[src/rtl/cw_winnow_if.sv]
// Handshake bundle between the winnowing filter and its surroundings: session
// control, the tag-cache load port, the packet input, the wheat output and status.
interface cw_winnow_if #(
   parameter int CTRSIZE  = 16,
   parameter int TAGSIZE  = 16,
   parameter int DATASIZE = 32
);
   logic                start;
   logic                load_valid;
   logic [TAGSIZE-1:0]  load_tag;
   logic                load_ready;
   logic                in_valid;
   logic                in_ready;
   logic [CTRSIZE-1:0]  in_ctr;
   logic [DATASIZE-1:0] in_data;
   logic [TAGSIZE-1:0]  in_tag;
   logic                out_valid;
   logic                out_ready;
   logic [CTRSIZE-1:0]  out_ctr;
   logic [DATASIZE-1:0] out_data;
   logic [CTRSIZE-1:0]  wheat_cnt;
   logic [CTRSIZE-1:0]  chaff_cnt;
   logic                busy;

   modport master (
      output start, load_valid, load_tag, in_valid, in_ctr, in_data, in_tag, out_ready,
      input  load_ready, in_ready, out_valid, out_ctr, out_data, wheat_cnt, chaff_cnt, busy
   );

   modport slave (
      input  start, load_valid, load_tag, in_valid, in_ctr, in_data, in_tag, out_ready,
      output load_ready, in_ready, out_valid, out_ctr, out_data, wheat_cnt, chaff_cnt, busy
   );
endinterface

[src/rtl/cw_winnow.sv]
// Winnowing receiver: loads a per-counter MAC tag cache, then forwards packets whose
// tag matches an unconsumed cache entry (wheat) and drops/counts everything else (chaff).
module cw_winnow #(
   parameter int CTRSIZE   = 16,
   parameter int TAGSIZE   = 16,
   parameter int CACHESIZE = 64,
   parameter int DATASIZE  = 32
) (
   input  logic          clk,
   input  logic          rst_n,
   cw_winnow_if.slave    bus
);
   localparam int IDXW = (CACHESIZE > 1) ? $clog2(CACHESIZE) : 1;
   localparam logic [CTRSIZE:0]   WINDOW   = (CTRSIZE+1)'(CACHESIZE);
   localparam logic [IDXW-1:0]    LAST_IDX = IDXW'(CACHESIZE - 1);

   typedef enum logic [1:0] {IDLE, LOAD, RUN} state_t;

   state_t                state_reg;
   logic [IDXW-1:0]       idx_reg;
   logic [CACHESIZE-1:0]  used_reg;
   logic                  out_valid_reg;
   logic [CTRSIZE-1:0]    out_ctr_reg;
   logic [DATASIZE-1:0]   out_data_reg;
   logic [CTRSIZE-1:0]    wheat_cnt_reg;
   logic [CTRSIZE-1:0]    chaff_cnt_reg;

   logic [TAGSIZE-1:0]    cache_mem [CACHESIZE];

   logic [IDXW-1:0]       pkt_idx;
   logic [CACHESIZE-1:0]  set_mask;
   logic [CACHESIZE-1:0]  used_next;
   logic                  in_window;
   logic                  is_wheat;
   logic                  in_ready_int;
   logic                  accept;

   assign pkt_idx = bus.in_ctr[IDXW-1:0];

   generate
      for (genvar gi = 0; gi < CACHESIZE; gi++) begin : g_mask
         assign set_mask[gi] = (pkt_idx == IDXW'(gi));
      end
   endgenerate

   // Tag lookup is asynchronous so classification completes in the accept cycle.
   always_comb begin
      in_window = ({1'b0, bus.in_ctr} < WINDOW);
      is_wheat  = in_window && (bus.in_tag == cache_mem[pkt_idx]) && !used_reg[pkt_idx];
      used_next = used_reg | set_mask;
   end

   assign in_ready_int = (state_reg == RUN) && (!out_valid_reg || bus.out_ready);
   assign accept       = bus.in_valid && in_ready_int && !bus.start;

   always_ff @(posedge clk) begin
      if (state_reg == LOAD && bus.load_valid && !bus.start)
         cache_mem[idx_reg] <= bus.load_tag;
   end

   always_ff @(posedge clk or negedge rst_n) begin
      if (!rst_n) begin
         state_reg     <= IDLE;
         idx_reg       <= '0;
         used_reg      <= '0;
         out_valid_reg <= 1'b0;
         out_ctr_reg   <= '0;
         out_data_reg  <= '0;
         wheat_cnt_reg <= '0;
         chaff_cnt_reg <= '0;
      end else if (bus.start) begin
         state_reg     <= LOAD;
         idx_reg       <= '0;
         used_reg      <= '0;
         out_valid_reg <= 1'b0;
         wheat_cnt_reg <= '0;
         chaff_cnt_reg <= '0;
      end else begin
         // Drain first; a wheat load below overrides this in the same cycle.
         if (out_valid_reg && bus.out_ready)
            out_valid_reg <= 1'b0;
         case (state_reg)
            LOAD: begin
               if (bus.load_valid) begin
                  idx_reg <= idx_reg + 1'b1;
                  if (idx_reg == LAST_IDX)
                     state_reg <= RUN;
               end
            end
            RUN: begin
               if (accept) begin
                  if (is_wheat) begin
                     out_valid_reg <= 1'b1;
                     out_ctr_reg   <= bus.in_ctr;
                     out_data_reg  <= bus.in_data;
                     used_reg      <= used_next;
                     if (wheat_cnt_reg != '1)
                        wheat_cnt_reg <= wheat_cnt_reg + 1'b1;
                     if (&used_next)
                        state_reg <= IDLE;
                  end else if (chaff_cnt_reg != '1) begin
                     chaff_cnt_reg <= chaff_cnt_reg + 1'b1;
                  end
               end
            end
            default: ;
         endcase
      end
   end

   assign bus.load_ready = (state_reg == LOAD);
   assign bus.in_ready   = in_ready_int;
   assign bus.busy       = (state_reg != IDLE);
   assign bus.out_valid  = out_valid_reg;
   assign bus.out_ctr    = out_ctr_reg;
   assign bus.out_data   = out_data_reg;
   assign bus.wheat_cnt  = wheat_cnt_reg;
   assign bus.chaff_cnt  = chaff_cnt_reg;
endmodule

[src/flat_wrapper.sv]
// flat-port wrapper written by rule: the top's interface ports become plain ports
module cw_winnow_flat 
#(
   parameter int CTRSIZE   = 16,
   parameter int TAGSIZE   = 16,
   parameter int CACHESIZE = 64,
   parameter int DATASIZE  = 32
)
  (clk, rst_n, bus_start, bus_load_valid, bus_load_tag, bus_in_valid, bus_in_ctr, bus_in_data, bus_in_tag, bus_out_ready, bus_load_ready, bus_in_ready, bus_out_valid, bus_out_ctr, bus_out_data, bus_wheat_cnt, bus_chaff_cnt, bus_busy);
  cw_winnow_if #(.CTRSIZE(CTRSIZE), .TAGSIZE(TAGSIZE), .DATASIZE(DATASIZE)) bus_i ();
  input  logic clk;
  input  logic rst_n;
  input wire logic [$bits(bus_i.start)-1:0] bus_start;
  input wire logic [$bits(bus_i.load_valid)-1:0] bus_load_valid;
  input wire logic [$bits(bus_i.load_tag)-1:0] bus_load_tag;
  input wire logic [$bits(bus_i.in_valid)-1:0] bus_in_valid;
  input wire logic [$bits(bus_i.in_ctr)-1:0] bus_in_ctr;
  input wire logic [$bits(bus_i.in_data)-1:0] bus_in_data;
  input wire logic [$bits(bus_i.in_tag)-1:0] bus_in_tag;
  input wire logic [$bits(bus_i.out_ready)-1:0] bus_out_ready;
  output wire logic [$bits(bus_i.load_ready)-1:0] bus_load_ready;
  output wire logic [$bits(bus_i.in_ready)-1:0] bus_in_ready;
  output wire logic [$bits(bus_i.out_valid)-1:0] bus_out_valid;
  output wire logic [$bits(bus_i.out_ctr)-1:0] bus_out_ctr;
  output wire logic [$bits(bus_i.out_data)-1:0] bus_out_data;
  output wire logic [$bits(bus_i.wheat_cnt)-1:0] bus_wheat_cnt;
  output wire logic [$bits(bus_i.chaff_cnt)-1:0] bus_chaff_cnt;
  output wire logic [$bits(bus_i.busy)-1:0] bus_busy;
  assign bus_i.start = bus_start;
  assign bus_i.load_valid = bus_load_valid;
  assign bus_i.load_tag = bus_load_tag;
  assign bus_i.in_valid = bus_in_valid;
  assign bus_i.in_ctr = bus_in_ctr;
  assign bus_i.in_data = bus_in_data;
  assign bus_i.in_tag = bus_in_tag;
  assign bus_i.out_ready = bus_out_ready;
  assign bus_load_ready = bus_i.load_ready;
  assign bus_in_ready = bus_i.in_ready;
  assign bus_out_valid = bus_i.out_valid;
  assign bus_out_ctr = bus_i.out_ctr;
  assign bus_out_data = bus_i.out_data;
  assign bus_wheat_cnt = bus_i.wheat_cnt;
  assign bus_chaff_cnt = bus_i.chaff_cnt;
  assign bus_busy = bus_i.busy;
  cw_winnow #(.CTRSIZE(CTRSIZE), .TAGSIZE(TAGSIZE), .CACHESIZE(CACHESIZE), .DATASIZE(DATASIZE)) u_core (.clk(clk), .rst_n(rst_n), .bus(bus_i));
endmodule
[config.mk]
export PLATFORM = sky130hd
export DESIGN_NAME = cw_winnow_flat
export DESIGN_NICKNAME = d
export VERILOG_FILES = /design/src/rtl/cw_winnow_if.sv /design/src/rtl/cw_winnow.sv /design/src/flat_wrapper.sv
export SDC_FILE = /design/constraint.sdc
export NUM_CORES = 1
export LEC_CHECK = 0
export CAP_MARGIN = 20
export CORE_MARGIN = 1.5
export CORE_UTILIZATION = 30
export DETAILED_ROUTE_END_ITERATION = 10
export PLACE_DENSITY = 0.49
export SLEW_MARGIN = 20
export SYNTH_ARGS = -nofsm -noshare
export SYNTH_HDL_FRONTEND = slang
export SYNTH_SLANG_ARGS = --single-unit
[constraint.sdc]
create_clock -name clk -period 5 [get_ports clk]
set_input_delay 1 -clock clk [delete_from_list [all_inputs] [get_ports clk]]
set_output_delay 1 -clock clk [all_outputs]
set_load 0.1 [all_outputs]
; Word level (Yosys, flattened, before mapping)
; Memories as Yosys holds them, arrays and structs flattened.
; Cells that the tools add are included.
[op_classes]
magnitude_cmp = 2
mux = 33
reduce_logical = 29
eq_ne = 75
add_sub_neg = 3
bitwise = 2
[ops]
columns = op, n
row1 = 2-to-1 mux 64 bit, 4
row2 = == test 6 bit (second input constant), 33
row3 = 2-to-1 mux 16 bit, 10
row4 = == test 6 x 5 -> 1 bit (second input constant), 16
row5 = bitwise OR 64 bit, 1
row6 = AND reduction 64 bit, 1
row7 = == test 6 x 4 -> 1 bit (second input constant), 8
row8 = adder 16 x 1 -> 16 bit (second input constant), 2
row9 = inequality test 16 bit (second input constant), 2
row10 = == test 6 x 3 -> 1 bit (second input constant), 4
row11 = 2-to-1 mux 6 bit, 3
row12 = == test 16 bit, 1
row13 = less-than comparator 16 x 7 -> 1 bit (second input constant), 1
row14 = nonzero test 2 bit, 8
row15 = == test 6 x 2 -> 1 bit (second input constant), 2
row16 = 2-to-1 mux 2 bit, 6
row17 = AND reduction 4 bit, 3
row18 = inequality test 3 x 2 -> 1 bit (second input constant), 3
row19 = logical AND 1 bit, 8
row20 = 2-to-1 mux 1 bit, 8
row21 = less-than comparator 6 x 7 -> 1 bit (second input constant), 1
row22 = adder 6 x 1 -> 6 bit (second input constant), 1
row23 = binary-select mux 1 bit (select 6 bit), 1
row24 = == test 6 x 1 -> 1 bit (second input constant), 1
row25 = 13 further kinds, 16
[word_totals]
word_cells = 153
reg_bits = 153
mem_count = 1
mem_bits_rw = 1024
in_bits = 86
[memory_table]
columns = name, depth, word_bits, rd, rd_clocked_by_memory_dff, wr, line_no
row1 = u_core.cache_mem, 64, 16, 1, 0, 1, cw_winnow.sv:28  ; logic [TAGSIZE-1:0] cache_mem [CACHESIZE];

; Longest topological paths before layout
[depth]
depth_word = 8
mapped_depth = 20
ltp_nobuf = 11

; Worst setup path before layout
; Ideal clock, no wire load.
[synth_timing]
path_kind = input to register
start = in bus_out_ready
end = reg u_core.chaff_cnt_reg[11] (netlist: u_core.bus.chaff_cnt[11])
path_buffers = 1
cell_stages = 9
arrival_ps = 4733
path_slack_ps = 135
cell_sequence = nor2b_1 nor3b_1 and2_1 clkbuf_1 and2_1 nand2_1 a2111oi_0 xnor2_1 nor2_1
[synth_via]
elab_chain_cells = 6
[synth_lines]
columns = element, line_no
row1 = "start, declared", flat_wrapper.sv:20  ; input wire logic [$bits(bus_i.out_ready)-1:0] bus_out_ready;
row2 = logical OR 1 bit, cw_winnow.sv:53  ; assign in_ready_int = (state_reg == RUN) && (!out_valid_reg || bus.out_ready);
row3 = logical AND 1 bit, cw_winnow.sv:53
row4 = named net bus_in_ready, flat_wrapper.sv:22  ; output wire logic [$bits(bus_i.in_ready)-1:0] bus_in_ready;
row5 = logical AND 1 bit (2 in series), cw_winnow.sv:54  ; assign accept = bus.in_valid && in_ready_int && !bus.start;
row6 = nonzero test 2 bit (no source line), -
row7 = AND reduction 4 bit (no source line), -
row8 = "end signal, assigned", cw_winnow.sv:102  ; chaff_cnt_reg <= chaff_cnt_reg + 1'b1;
row9 = "end, declared", cw_winnow.sv:26  ; logic [CTRSIZE-1:0] chaff_cnt_reg;
; The timed path passes the listed nets, and every way through them passes these cells.
; A chain may end at the register's enable or synchronous reset.

; Worst setup path in the final report
[layout_timing]
start = in bus_in_ctr[0]
end = reg u_core.wheat_cnt_reg[9] (netlist: u_core.bus.wheat_cnt[9])
[layout_via]
elab_chain_cells = 6
[layout_lines]
columns = element, line_no
row1 = "start, declared", flat_wrapper.sv:17  ; input wire logic [$bits(bus_i.in_ctr)-1:0] bus_in_ctr;
row2 = memory (64 x 16 bit) / binary-select mux 1 bit (select 6 bit) (equally long branches), -
row3 = == test 16 bit / 2-to-1 mux 1 bit (equally long branches), cw_winnow.sv:49  ; is_wheat = in_window && (bus.in_tag == cache_mem[pkt_idx]) && !used_reg[pkt_idx];
row4 = logical AND 1 bit / logical NOT 1 bit (equally long branches), cw_winnow.sv:49
row5 = logical AND 1 bit (*), cw_winnow.sv:49
row6 = nonzero test 2 bit (no source line) (*), -
row7 = AND reduction 4 bit (no source line) (*), -
row8 = "end signal, assigned", cw_winnow.sv:98  ; wheat_cnt_reg <= wheat_cnt_reg + 1'b1;
row9 = "end, declared", cw_winnow.sv:25  ; logic [CTRSIZE-1:0] wheat_cnt_reg;
; Mark *: on every way between the ends. The rest lies on a longest branch, timed or not. The select of a mux whose other input is x is not followed.

==> flow_metrics.env <==
export IMPL_status="finished clean"
export IMPL_postCtsSetupBuffers=0
export IMPL_synth_distinct_cells=72
export IMPL_cellLeakagePower_nw=20.1
export IMPL_drv_slew=0
export IMPL_seq_area_frac_synth=0.718
export IMPL_cts_max_level=4
export IMPL_cts_sinks=1177
export IMPL_vias=28200
export IMPL_io_buffers=169
export IMPL_critPathLaunchType="primary input"
export IMPL_synth_warnings=0
export IMPL_multiInputGateArea_um2=12500
export IMPL_cts_tree="built"
export IMPL_core_area_um2=159000
export IMPL_syn_num_nets=2934
export IMPL_finalCritPeriodShare=0.930
export IMPL_max_cap_viol_count=0
export IMPL_synthArstFlopShare=0.130
export IMPL_dpl_cell_area_um2=54600
export IMPL_fillers=14900
export IMPL_power_density_nw_per_um2=364
export IMPL_cts_buffers_inserted=132
export IMPL_hpwl_um=96100
export IMPL_worstPathRequired_ps=5590
export IMPL_worstSetupPathType="in2reg"
export IMPL_path_clk_slew_ps=50
export IMPL_cp_max_fo=21
export IMPL_fin_skew_ps=37.0
export IMPL_dieArea_um2=163000
export IMPL_fin_area_um2=58600
export IMPL_drtPass1Iterations=5
export IMPL_cts_resized=0
export IMPL_largest_reg_flops=1024
export IMPL_die_h_um=404
export IMPL_place_congestion=0.848
export IMPL_ff2ff_setup_slack_ps=870
export IMPL_fin_crit_ps=4650
export IMPL_ys_ff_latch=1177
export IMPL_timing_rr_end="u_core.bus.wheat_cnt[9]"
export IMPL_worstMarginPinSlew_ps=1080
export IMPL_syn_area_per_cell_um2=16.9
export IMPL_layout_cells_non_filler=5481
export IMPL_ant_nets=0
export IMPL_clk_latency_ps=780
export IMPL_first_iter_violations=2593
export IMPL_clock_fmax_mhz=215
export IMPL_fin_nets=3393
export IMPL_dp_cells=5242
export IMPL_max_slew_margin=0.279
export IMPL_rsz0062_at_grt="no"
export IMPL_reg2reg_from="u_core.cache_mem[43][12]"
export IMPL_worst_setup_path_end_kind="register"
export IMPL_initial_core_util=0.303
export IMPL_hold_violations=0
export IMPL_rows=146
export IMPL_cts_buffer_depth=3
export IMPL_num_io_pins=170
export IMPL_synth_edf_count=1024
export IMPL_track_usage=0.181
export IMPL_syn_inst=2845
export IMPL_post_route_drc_count=0
export IMPL_postCtsHoldBufs=0
export IMPL_ir_drop_mv=0.349
export IMPL_area_growth_pct=21.7
export IMPL_routedWlPerCell_um=27.2
export IMPL_finalSetupTns_ps=0
export IMPL_synth_area_um2=48200
export IMPL_holdCritPathClass="in2async"
export IMPL_setup_viol=0
export IMPL_synthFlopType="edfxtp_1"
export IMPL_grt_pass1_vias=28200
export IMPL_drive_gt1_frac=0.238
export IMPL_regArea_um2=34600
export IMPL_overflow=0
export IMPL_viasPerCell=5.15
export IMPL_grt_pass1_wl_um=212000
export IMPL_grt_max_degree=89
export IMPL_worstPathArrival_ps=5240
export IMPL_die_x_um=404
export IMPL_reg2regPathDepth=14
export IMPL_cts_root_buffer="clkbuf_16"
export IMPL_antenna_found_initial=8
export IMPL_wl_um=149000
## through the flow
step	total power, mW	setup slack (ps)	utilization	hold slack [ps]
after floorplan	11.5	135	-	500
after global placement	12.2	-408	0.343	469
after detailed placement	12.3	-413	0.343	474
after CTS	21.5	398	0.369	298
after global routing	22.0	110	0.369	334
final	21.3	350	0.369	262
## cells in the final DEF, fill, tap and decap left out, types with 22 or more instances in the layout
cell / Yosys / layout
o21ai_0: 39 / 39
dfrtp_1: 153 / 153
mux2i_1: 271 / 271
clkdlybuf4s50_1: 0 / 145
edfxtp_1: 1024 / 1024
nor2_2: 0 / 58
clkbuf_16: 0 / 136
clkinv_2: 0 / 27
mux4_2: 157 / 157
mux2_2: 30 / 30
a22oi_1: 109 / 109
nand3_1: 63 / 63
buf_12: 0 / 40
nor2b_1: 24 / 22
clkbuf_1: 66 / 30
nand4_1: 77 / 77
buf_4: 29 / 295
a221oi_1: 25 / 25
nor2_1: 146 / 87
a21oi_1: 127 / 127
inv_1: 72 / 72
nand2_1: 72 / 72
## critical path, stage by stage
cell and delay [ps]:
buf_8 270, buf_12 220, buf_4 180, mux4_2 520, o211ai_1 270, o31a_1 470, a21oi_1 130, nor4_1 260
buf_4 170, a31oi_1 70, nor4b_2 470, buf_4 190, buf_4 130, nand4b_1 270, buf_4 240, o31ai_1 230
a21oi_1 110
## cell families after synthesis
logic type               after synthesis  synth area share
adder cells (fa/ha/maj)                3          0.000779
XOR/XNOR                              31           0.00563
AND/OR/NAND/NOR                      508            0.0537
flip-flops                          1177             0.718
AO/OA/AOI/OAI                        409            0.0570
buffers and inverters                249            0.0263
multiplexers                         468             0.139
## worst max-delay path by stage
stage                  start                        to  slack, ps  depth (start not counted)
5_1_grt        bus_in_ctr[0]   u_core.bus.wheat_cnt[9]        110                         16
3_3_place_gp   bus_in_ctr[0]  u_core.bus.wheat_cnt[11]       -410                         18
2_1_floorplan  bus_out_ready  u_core.bus.chaff_cnt[11]        140                          9
4_1_cts        bus_in_ctr[0]   u_core.bus.wheat_cnt[9]        400                         17
3_5_place_dp   bus_in_ctr[0]   u_core.bus.wheat_cnt[9]       -410                         17
6_report       bus_in_ctr[0]   u_core.bus.wheat_cnt[9]        350                         17
## cell type report
cell class / count / area share
clock buffer: 169 / 0.0607
timing repair buffer: 500 / 0.0784
multi-input combinational: 1419 / 0.213
inverter: 74 / 0.00474
sequential: 1177 / 0.590
antenna: 3 / 0.000128
clock inverter: 67 / 0.00885
tap: 2072 / 0.0442
## report_power, final
part | switching [mW] | internal [mW] | leakage, nW
clock network | 3.98 | 5.30 | 2.01
logic | 0.834 | 0.501 | 6.73
registers | 0.00638 | 10.7 | 11.3
## cells in the mapped netlist (7+ instances only)
master | instances | area, um2
buf_2 | 35 | 175
buf_4 | 29 | 218
o21ai_0 | 39 | 195
inv_1 | 72 | 270
a32oi_1 | 7 | 61.3
a31oi_1 | 15 | 93.8
mux4_2 | 157 | 3540
a221oi_1 | 25 | 219
mux2i_1 | 271 | 2710
nor2b_1 | 24 | 150
nand2_1 | 72 | 270
nand4_1 | 77 | 482
buf_6 | 21 | 236
o21a_1 | 8 | 60.1
buf_1 | 22 | 82.6
a22oi_1 | 109 | 818
nand2b_1 | 11 | 68.8
a2111oi_0 | 7 | 61.3
mux2_1 | 10 | 113
and2_1 | 15 | 93.8
nor4_1 | 21 | 131
xor2_1 | 11 | 96.3
dfrtp_1 | 153 | 3830
nor2_1 | 146 | 548
clkbuf_1 | 66 | 248
mux2_2 | 30 | 338
nand3_1 | 63 | 315
a22o_1 | 16 | 140
and3_1 | 17 | 106
xnor2_1 | 20 | 175
nor3_1 | 21 | 105
edfxtp_1 | 1024 | 30700
a21oi_1 | 127 | 636
or2_2 | 10 | 62.6
a211oi_1 | 8 | 60.1
## per-layer routing
metal / global-route usage / wire, um / vias up
met5: 0 / 22 / -
met4: 0.0527 / 3670 / 4
met3: 0.0399 / 10300 / 182
met1: 0.251 / 66100 / 14800
li1: - / - / 12300
met2: 0.286 / 69000 / 965
No activity file was read; power rests on OpenSTA's default activity.
